==> config.mk <==
export PLATFORM = sky130hd
export DESIGN_NAME = calc_multi_port_flat
export DESIGN_NICKNAME = d
export VERILOG_FILES = /design/src/rtl/calc_multi_port_if.sv /design/src/rtl/calc_multi_port.sv /design/src/flat_wrapper.sv
export SDC_FILE = /design/constraint.sdc
export NUM_CORES = 1
export LEC_CHECK = 0
export BUFFER_PORTS_ARGS = -buffer_cell sky130_fd_sc_hd__clkbuf_2
export CORE_MARGIN = 4
export CORE_UTILIZATION = 53
export CTS_CLUSTER_DIAMETER = 60
export DETAILED_ROUTE_END_ITERATION = 8
export HOLD_SLACK_MARGIN = 0.15
export PLACE_DENSITY = 0.76
export SLEW_MARGIN = 20
export SYNTH_ARGS = -nofsm -noshare
export SYNTH_HDL_FRONTEND = slang
export SYNTH_SLANG_ARGS = --single-unit
==> constraint.sdc <==
create_clock -name clk -period 7.3 [get_ports clk]
set_input_delay 1.46 -clock clk [delete_from_list [all_inputs] [get_ports clk]]
set_output_delay 1.46 -clock clk [all_outputs]
set_load 0.02 [all_outputs]
==> src/rtl/calc_multi_port_if.sv <==
// Request/response bundle for calc_multi_port: per-channel command and operand
// inputs, per-channel response code and result outputs, all packed by channel.
interface calc_multi_port_if #(
  parameter int unsigned NCH = 4,
  parameter int unsigned DW  = 32
);
  logic [NCH*4-1:0]  req_cmd_in;
  logic [NCH*DW-1:0] req_data_in;
  logic [NCH*2-1:0]  out_resp;
  logic [NCH*DW-1:0] out_data;

  modport master (
    output req_cmd_in,
    output req_data_in,
    input  out_resp,
    input  out_data
  );

  modport slave (
    input  req_cmd_in,
    input  req_data_in,
    output out_resp,
    output out_data
  );
endinterface

==> src/rtl/calc_multi_port.sv <==
// N-channel two-beat request calculator. Each channel runs a small FSM
// (IDLE -> OP2 -> WAIT -> RESP). One shared add/sub unit and one shared shift
// unit are handed out by independent round-robin arbiters; invalid commands
// bypass arbitration and answer with an error response.
module calc_multi_port #(
  parameter int unsigned NCH = 4,
  parameter int unsigned DW  = 32
) (
  input  logic             clk,
  input  logic             reset,
  calc_multi_port_if.slave bus
);

  localparam int unsigned PW = (NCH > 1) ? $clog2(NCH) : 1;
  localparam int unsigned SW = $clog2(DW);

  localparam logic [3:0] CmdAdd = 4'd1;
  localparam logic [3:0] CmdSub = 4'd2;
  localparam logic [3:0] CmdShl = 4'd5;
  localparam logic [3:0] CmdShr = 4'd6;

  localparam logic [1:0] RespOk  = 2'd1;
  localparam logic [1:0] RespErr = 2'd2;

  typedef enum logic [1:0] {StIdle, StOp2, StWait, StResp} state_e;

  state_e          state_q    [NCH];
  state_e          state_d    [NCH];
  logic [3:0]      cmd_q      [NCH];
  logic [DW-1:0]   op1_q      [NCH];
  logic [DW-1:0]   op2_q      [NCH];
  logic [1:0]      res_resp_q [NCH];
  logic [DW-1:0]   res_data_q [NCH];

  logic [3:0]      cmd_in     [NCH];
  logic [DW-1:0]   data_in    [NCH];

  logic [NCH-1:0]  add_req, shf_req, inv_req;
  logic [NCH-1:0]  add_gnt, shf_gnt, gnt;
  logic [PW:0]     add_pick, shf_pick;
  logic [PW-1:0]   add_ptr_q, add_ptr_d, shf_ptr_q, shf_ptr_d;

  logic [DW-1:0]   add_a, add_b, add_res, shf_res;
  logic [DW:0]     add_sum;
  logic            add_ok;
  logic [SW-1:0]   shf_amt;

  // Round-robin pick: returns {valid, index} of the first request at or after ptr.
  function automatic logic [PW:0] rr_arb(input logic [NCH-1:0] req, input logic [PW-1:0] ptr);
    logic [PW:0] pick;
    int unsigned idx;
    pick = '0;
    idx  = 0;
    for (int unsigned i = 0; i < NCH; i++) begin
      idx = 32'(ptr) + i;
      if (idx >= NCH) idx = idx - NCH;
      if (!pick[PW] && req[PW'(idx)]) pick = {1'b1, PW'(idx)};
    end
    return pick;
  endfunction

  // Unpack the flat per-channel input buses.
  always_comb begin
    for (int unsigned c = 0; c < NCH; c++) begin
      cmd_in[c]  = bus.req_cmd_in[4*c +: 4];
      data_in[c] = bus.req_data_in[DW*c +: DW];
    end
  end

  // Classify waiting channels by the unit their command needs.
  always_comb begin
    add_req = '0;
    shf_req = '0;
    inv_req = '0;
    for (int unsigned c = 0; c < NCH; c++) begin
      if (state_q[c] == StWait) begin
        if (cmd_q[c] == CmdAdd || cmd_q[c] == CmdSub)      add_req[c] = 1'b1;
        else if (cmd_q[c] == CmdShl || cmd_q[c] == CmdShr) shf_req[c] = 1'b1;
        else                                               inv_req[c] = 1'b1;
      end
    end
  end

  // Arbitrate both units and advance each pointer past its granted channel.
  always_comb begin
    add_pick  = rr_arb(add_req, add_ptr_q);
    shf_pick  = rr_arb(shf_req, shf_ptr_q);
    add_gnt   = add_pick[PW] ? (NCH'(1) << add_pick[PW-1:0]) : '0;
    shf_gnt   = shf_pick[PW] ? (NCH'(1) << shf_pick[PW-1:0]) : '0;
    gnt       = add_gnt | shf_gnt | inv_req;
    add_ptr_d = add_ptr_q;
    shf_ptr_d = shf_ptr_q;
    if (add_pick[PW]) begin
      add_ptr_d = (add_pick[PW-1:0] == PW'(NCH - 1)) ? '0 : add_pick[PW-1:0] + PW'(1);
    end
    if (shf_pick[PW]) begin
      shf_ptr_d = (shf_pick[PW-1:0] == PW'(NCH - 1)) ? '0 : shf_pick[PW-1:0] + PW'(1);
    end
  end

  // Shared add/sub and shift datapaths, operands muxed from the granted channel.
  always_comb begin
    add_a   = op1_q[add_pick[PW-1:0]];
    add_b   = op2_q[add_pick[PW-1:0]];
    add_sum = {1'b0, add_a} + {1'b0, add_b};
    if (cmd_q[add_pick[PW-1:0]] == CmdSub) begin
      add_ok  = (add_b <= add_a);
      add_res = add_a - add_b;
    end else begin
      add_ok  = !add_sum[DW];
      add_res = add_sum[DW-1:0];
    end
    shf_amt = op2_q[shf_pick[PW-1:0]][SW-1:0];
    if (cmd_q[shf_pick[PW-1:0]] == CmdShl) shf_res = op1_q[shf_pick[PW-1:0]] << shf_amt;
    else                                   shf_res = op1_q[shf_pick[PW-1:0]] >> shf_amt;
  end

  // Channel FSM state register.
  always_ff @(posedge clk) begin
    for (int unsigned c = 0; c < NCH; c++) begin
      if (reset) state_q[c] <= StIdle;
      else       state_q[c] <= state_d[c];
    end
  end

  // Channel FSM next state; a nonzero cmd in RESP starts the next request at once.
  always_comb begin
    for (int unsigned c = 0; c < NCH; c++) begin
      state_d[c] = state_q[c];
      unique case (state_q[c])
        StIdle:  if (cmd_in[c] != 4'd0) state_d[c] = StOp2;
        StOp2:   state_d[c] = StWait;
        StWait:  if (gnt[c]) state_d[c] = StResp;
        StResp:  state_d[c] = (cmd_in[c] != 4'd0) ? StOp2 : StIdle;
        default: state_d[c] = StIdle;
      endcase
    end
  end

  // Outputs are only live during RESP.
  always_comb begin
    bus.out_resp = '0;
    bus.out_data = '0;
    for (int unsigned c = 0; c < NCH; c++) begin
      if (state_q[c] == StResp) begin
        bus.out_resp[2*c +: 2]   = res_resp_q[c];
        bus.out_data[DW*c +: DW] = res_data_q[c];
      end
    end
  end

  // Operand capture, result registration and arbiter pointers.
  always_ff @(posedge clk) begin
    if (reset) begin
      for (int unsigned c = 0; c < NCH; c++) begin
        cmd_q[c]      <= '0;
        op1_q[c]      <= '0;
        op2_q[c]      <= '0;
        res_resp_q[c] <= '0;
        res_data_q[c] <= '0;
      end
      add_ptr_q <= '0;
      shf_ptr_q <= '0;
    end else begin
      for (int unsigned c = 0; c < NCH; c++) begin
        if ((state_q[c] == StIdle || state_q[c] == StResp) && cmd_in[c] != 4'd0) begin
          cmd_q[c] <= cmd_in[c];
          op1_q[c] <= data_in[c];
        end
        if (state_q[c] == StOp2) op2_q[c] <= data_in[c];
        if (add_gnt[c]) begin
          res_resp_q[c] <= add_ok ? RespOk : RespErr;
          res_data_q[c] <= add_ok ? add_res : '0;
        end else if (shf_gnt[c]) begin
          res_resp_q[c] <= RespOk;
          res_data_q[c] <= shf_res;
        end else if (inv_req[c]) begin
          res_resp_q[c] <= RespErr;
          res_data_q[c] <= '0;
        end
      end
      add_ptr_q <= add_ptr_d;
      shf_ptr_q <= shf_ptr_d;
    end
  end

endmodule

==> src/flat_wrapper.sv <==
// flat-port wrapper written by rule: the top's interface ports become plain ports
module calc_multi_port_flat 
#(
  parameter int unsigned NCH = 4,
  parameter int unsigned DW  = 32
)
  (clk, reset, bus_req_cmd_in, bus_req_data_in, bus_out_resp, bus_out_data);
  calc_multi_port_if #(.NCH(NCH), .DW(DW)) bus_i ();
  input  logic clk;
  input  logic reset;
  input wire logic [$bits(bus_i.req_cmd_in)-1:0] bus_req_cmd_in;
  input wire logic [$bits(bus_i.req_data_in)-1:0] bus_req_data_in;
  output wire logic [$bits(bus_i.out_resp)-1:0] bus_out_resp;
  output wire logic [$bits(bus_i.out_data)-1:0] bus_out_data;
  assign bus_i.req_cmd_in = bus_req_cmd_in;
  assign bus_i.req_data_in = bus_req_data_in;
  assign bus_out_resp = bus_i.out_resp;
  assign bus_out_data = bus_i.out_data;
  calc_multi_port #(.NCH(NCH), .DW(DW)) u_core (.clk(clk), .reset(reset), .bus(bus_i));
endmodule
==> reports/metrics.csv <==
stage,metric,value,unit
status,outcome,finished clean,
min_path,Hold Path Class,flop to flop,
global_route,largest net degree at the start of global routing,81,
clock_tree,CTS H-tree depth,2,
yosys,Post-synth EDFFs,408,
timing,final hold violations,0,
clock_tree,Clock Pin Slew Worst Setup and Hold Paths,0.06,ns
global_route,vias in the first global route,24700,
layout,area delta synth->final,15.3,%
job,MaxCap Viol Count,0,
floorplan,core footprint,0.0526,mm^2
yosys,dominant cells by area after synthesis,"edfxtp_1 44%, and2_1 11%, mux2i_1 6.6%, ha_1 3.9%, nand2_1 3.8%",
timing,Final min period,7.06,ns
setup_path,CP max FO,52,
yosys,"Avg Cell Area, Syn",9.84,um^2
global_route,grt peak-use layer,met2,
global_route,met1 global-route usage,53.3,%
place,detailed placement HPWL,86600,um
routing,First DRT Iteration DRCs,3628,
floorplan,initial core utilization,53.5,%
yosys,yosys warns,0,
layout,fraction of final layout cells sized beyond drive strength 1,18.1,%
clock_tree,Sinks on Clock Net,420,
routing,Remaining DRCs,0,
timing,clock skew,0.0364,ns
yosys,Syn Nets,3095,
timing,Slew HR,21.5,%
place,Placer Congestion,1.07,
timing,Max Fclk,142,MHz
place,PortBufs,281,
floorplan,DIE AREA,0.0568,mm^2
setup_path,"Slowest-stage cell, CP",or4b_1,
yosys,Main synth FF type,edfxtp_1,
setup_path,slowest cell delay on critical path,0.67,ns
clock_tree,CTS root buf,clkbuf_16,
routing,routed via count,25800,
timing,hold_ws,0.561,ns
clock_tree,CTS Buf Count,49,
layout,Finished Layout Cells,3860,
yosys,"area leader, netlist",edfxtp_1,
yosys,Netlist cell types,90,
global_route,Total Routing Usage GR,39.0,%
global_route,met3 Track Usage GR,8.17,%
yosys,#FFs+latches synth,420,
timing,setup TNS,0,ns
clock_tree,setup bufs post-CTS,0,
setup_path,Top Family by Delay on Critical Path,compound AO/OA/AOI/OAI gates,
setup_path,"Req. time, crit path",7.71,ns
global_route,initial antenna violation count,3,
yosys,Syn Std Cell Area,0.0281,mm^2
setup_path,WP data arrival,7.47,ns
floorplan,Die Span X,238,um
routing,drt first pass iters,6,
floorplan,# rows,84,
setup_path,Buf/Inv on CP,4,
clock_tree,CTS tree,done,
floorplan,die height,238,um
routing,drt wl/cell,29.8,um
floorplan,# IOs,282,
timing,final setup violation count,0,
timing,worst-margin pin slew,1.17,ns
clock_tree,Clock Latency Late Sink,0.62,ns
layout,Post-Route Utilization,61.7,%
layout,Nets,3368,
setup_path,Critical Path Sink Type,flop,
global_route,met2 Use GR,59.9,%
yosys,Synth top area share,43.6,%
layout,"commonest non-fill, non-tap cell in the layout",and2_1,
routing,Antenna Nets Post-Route,0,
setup_path,critical path class,flop to flop,
setup_path,crit-path cells,inv_1 > ha_1 > or4b_1 > a21boi_1 > a221oi_4 > buf_12 > and2_1 > a211oi_1 > a21oi_1 > ha_1 > fa_1 > a21o_1 > a21boi_0 > o211ai_1 > buf_4 > nand2_1 > o21ai_0 > a2111o_1 > a21oi_1 > o221ai_1 > a211oi_4 > buf_12 > nand2_1 > a221oi_1,
timing,RSZ-0062 raised after global routing,no,
routing,WL final,115000,um
clock_tree,Max clock buf depth,3,
routing,drt via density,6.68,
layout,most frequent cells in the layout,"487 x and2_1, 408 x edfxtp_1, 284 x nand2_1",
yosys,register area share after synthesis,44.4,%
timing,final period utilization,96.8,%
global_route,first-pass GRT wire length,165000,um
global_route,grt ovf,0,
timing,Pins Over Slew Limit,0,
setup_path,CP Launch Type,flop,
place,post-placement cell count,3768,
yosys,Async SR Flop Fraction,0,%
yosys,Syn Inst Count,2859,
-- repair_timing --
item | in CTS | in global routing
hold buffers | 0 | 0
resized for setup | 0 | 4
endpoints found under the hold margin | 0 | 0
endpoints found under the setup margin | 0 | 29
-- layout make-up --
type                            instances  area [um^2]
Inverter                               81          304
Antenna cell                            1         2.50
Tap cell                              688          861
Multi-Input combinational cell       2175        14800
Sequential cell                       420        12500
Clock inverter                         33          332
Clock buffer                           57         1260
Fill cell                            4260        20100
Timing Repair Buffer                  405         2420
-- worst paths after layout --
kind	cells past startpoint	to	startpoint	slack, ns
worst max register to register	24	u_core.res_data_q[2][6]	u_core.state_q[1][0]	0.24
worst max-delay path	24	u_core.res_data_q[2][6]	u_core.state_q[1][0]	0.24
worst min register to register	2	u_core.add_ptr_q[0]	u_core.add_ptr_q[0]	0.56
worst min-delay path	2	u_core.add_ptr_q[0]	u_core.add_ptr_q[0]	0.56
-- per-stage QoR --
| stage | setup WS, ns | instance area [um^2] |
|---|---|---|
| 4_1_cts | 0.360 | 32400 |
| 6_report | 0.236 | 32400 |
| 5_1_grt | 0.0124 | 32400 |
| 2_1_floorplan | 0.818 | 28100 |
| 3_3_place_gp | 0.470 | 30800 |
| 3_5_place_dp | 0.423 | 30800 |
-- layer usage --
metal	wire (um)	part of all wire (%)
met4	6440	5.6
met5	12	0.010
met2	50600	44
met3	13100	11
met1	45000	39
-- cells in the mapped netlist, types with 10 or more instances --
| cell type | number |
|---|---|
| and2_1 | 487 |
| edfxtp_1 | 408 |
| nand2_1 | 284 |
| a21oi_1 | 204 |
| mux2i_1 | 186 |
| clkbuf_1 | 128 |
| nor2_1 | 122 |
| ha_1 | 88 |
| o22ai_1 | 84 |
| inv_1 | 78 |
| o21ai_0 | 69 |
| a211oi_1 | 61 |
| nand3_1 | 45 |
| a21o_1 | 37 |
| buf_2 | 36 |
| nor3_1 | 36 |
| mux2_2 | 34 |
| xnor2_1 | 28 |
| a221oi_1 | 27 |
| a31oi_1 | 23 |
| a22oi_1 | 20 |
| a32oi_1 | 19 |
| o21bai_1 | 19 |
| nor2b_1 | 18 |
| and3_1 | 16 |
| buf_1 | 14 |
| o21a_1 | 14 |
| nand2b_1 | 13 |
| o211ai_1 | 13 |
| o221ai_1 | 13 |
| dfxtp_1 | 12 |
| nor4_1 | 12 |
| o32ai_1 | 12 |
| a32o_1 | 11 |
| o2bb2ai_1 | 11 |
| a22o_1 | 10 |
| or2_2 | 10 |
-- worst register-to-register path, stage by stage (launching register included) --
cell	delay, ns
dfxtp_1	0.34
inv_1	0.13
ha_1	0.31
or4b_1	0.67
a21boi_1	0.35
a221oi_4	0.15
buf_12	0.26
and2_1	0.20
a211oi_1	0.23
a21oi_1	0.12
ha_1	0.31
fa_1	0.46
a21o_1	0.21
a21boi_0	0.29
o211ai_1	0.14
buf_4	0.18
nand2_1	0.06
o21ai_0	0.17
a2111o_1	0.58
a21oi_1	0.32
o221ai_1	0.24
a211oi_4	0.29
buf_12	0.26
nand2_1	0.26
a221oi_1	0.36
-- cells by family after synthesis --
| logic type | count (synthesis) | synth area share, % |
|---|---|---|
| simple gates | 1098 | 20.8 |
| compound gates | 724 | 17.4 |
| flops | 420 | 44.4 |
| buf+inv | 264 | 3.76 |
| mux | 226 | 8.41 |
| fa+ha+maj | 90 | 4.06 |
| xor+xnor | 37 | 1.15 |
-- registers in the layout (all words and copies together) (netlist names) --
| name | count |
|---|---|
| u_core.add_ptr_q | 2 |
| u_core.cmd_q | 16 |
| u_core.op1_q | 128 |
| u_core.op2_q | 128 |
| u_core.res_data_q | 128 |
| u_core.res_resp_q | 8 |
| u_core.shf_ptr_q | 2 |
| u_core.state_q | 8 |
Power is not shown: default switching activity piles up to over one toggle a cycle in this logic, so the estimate is an artifact.
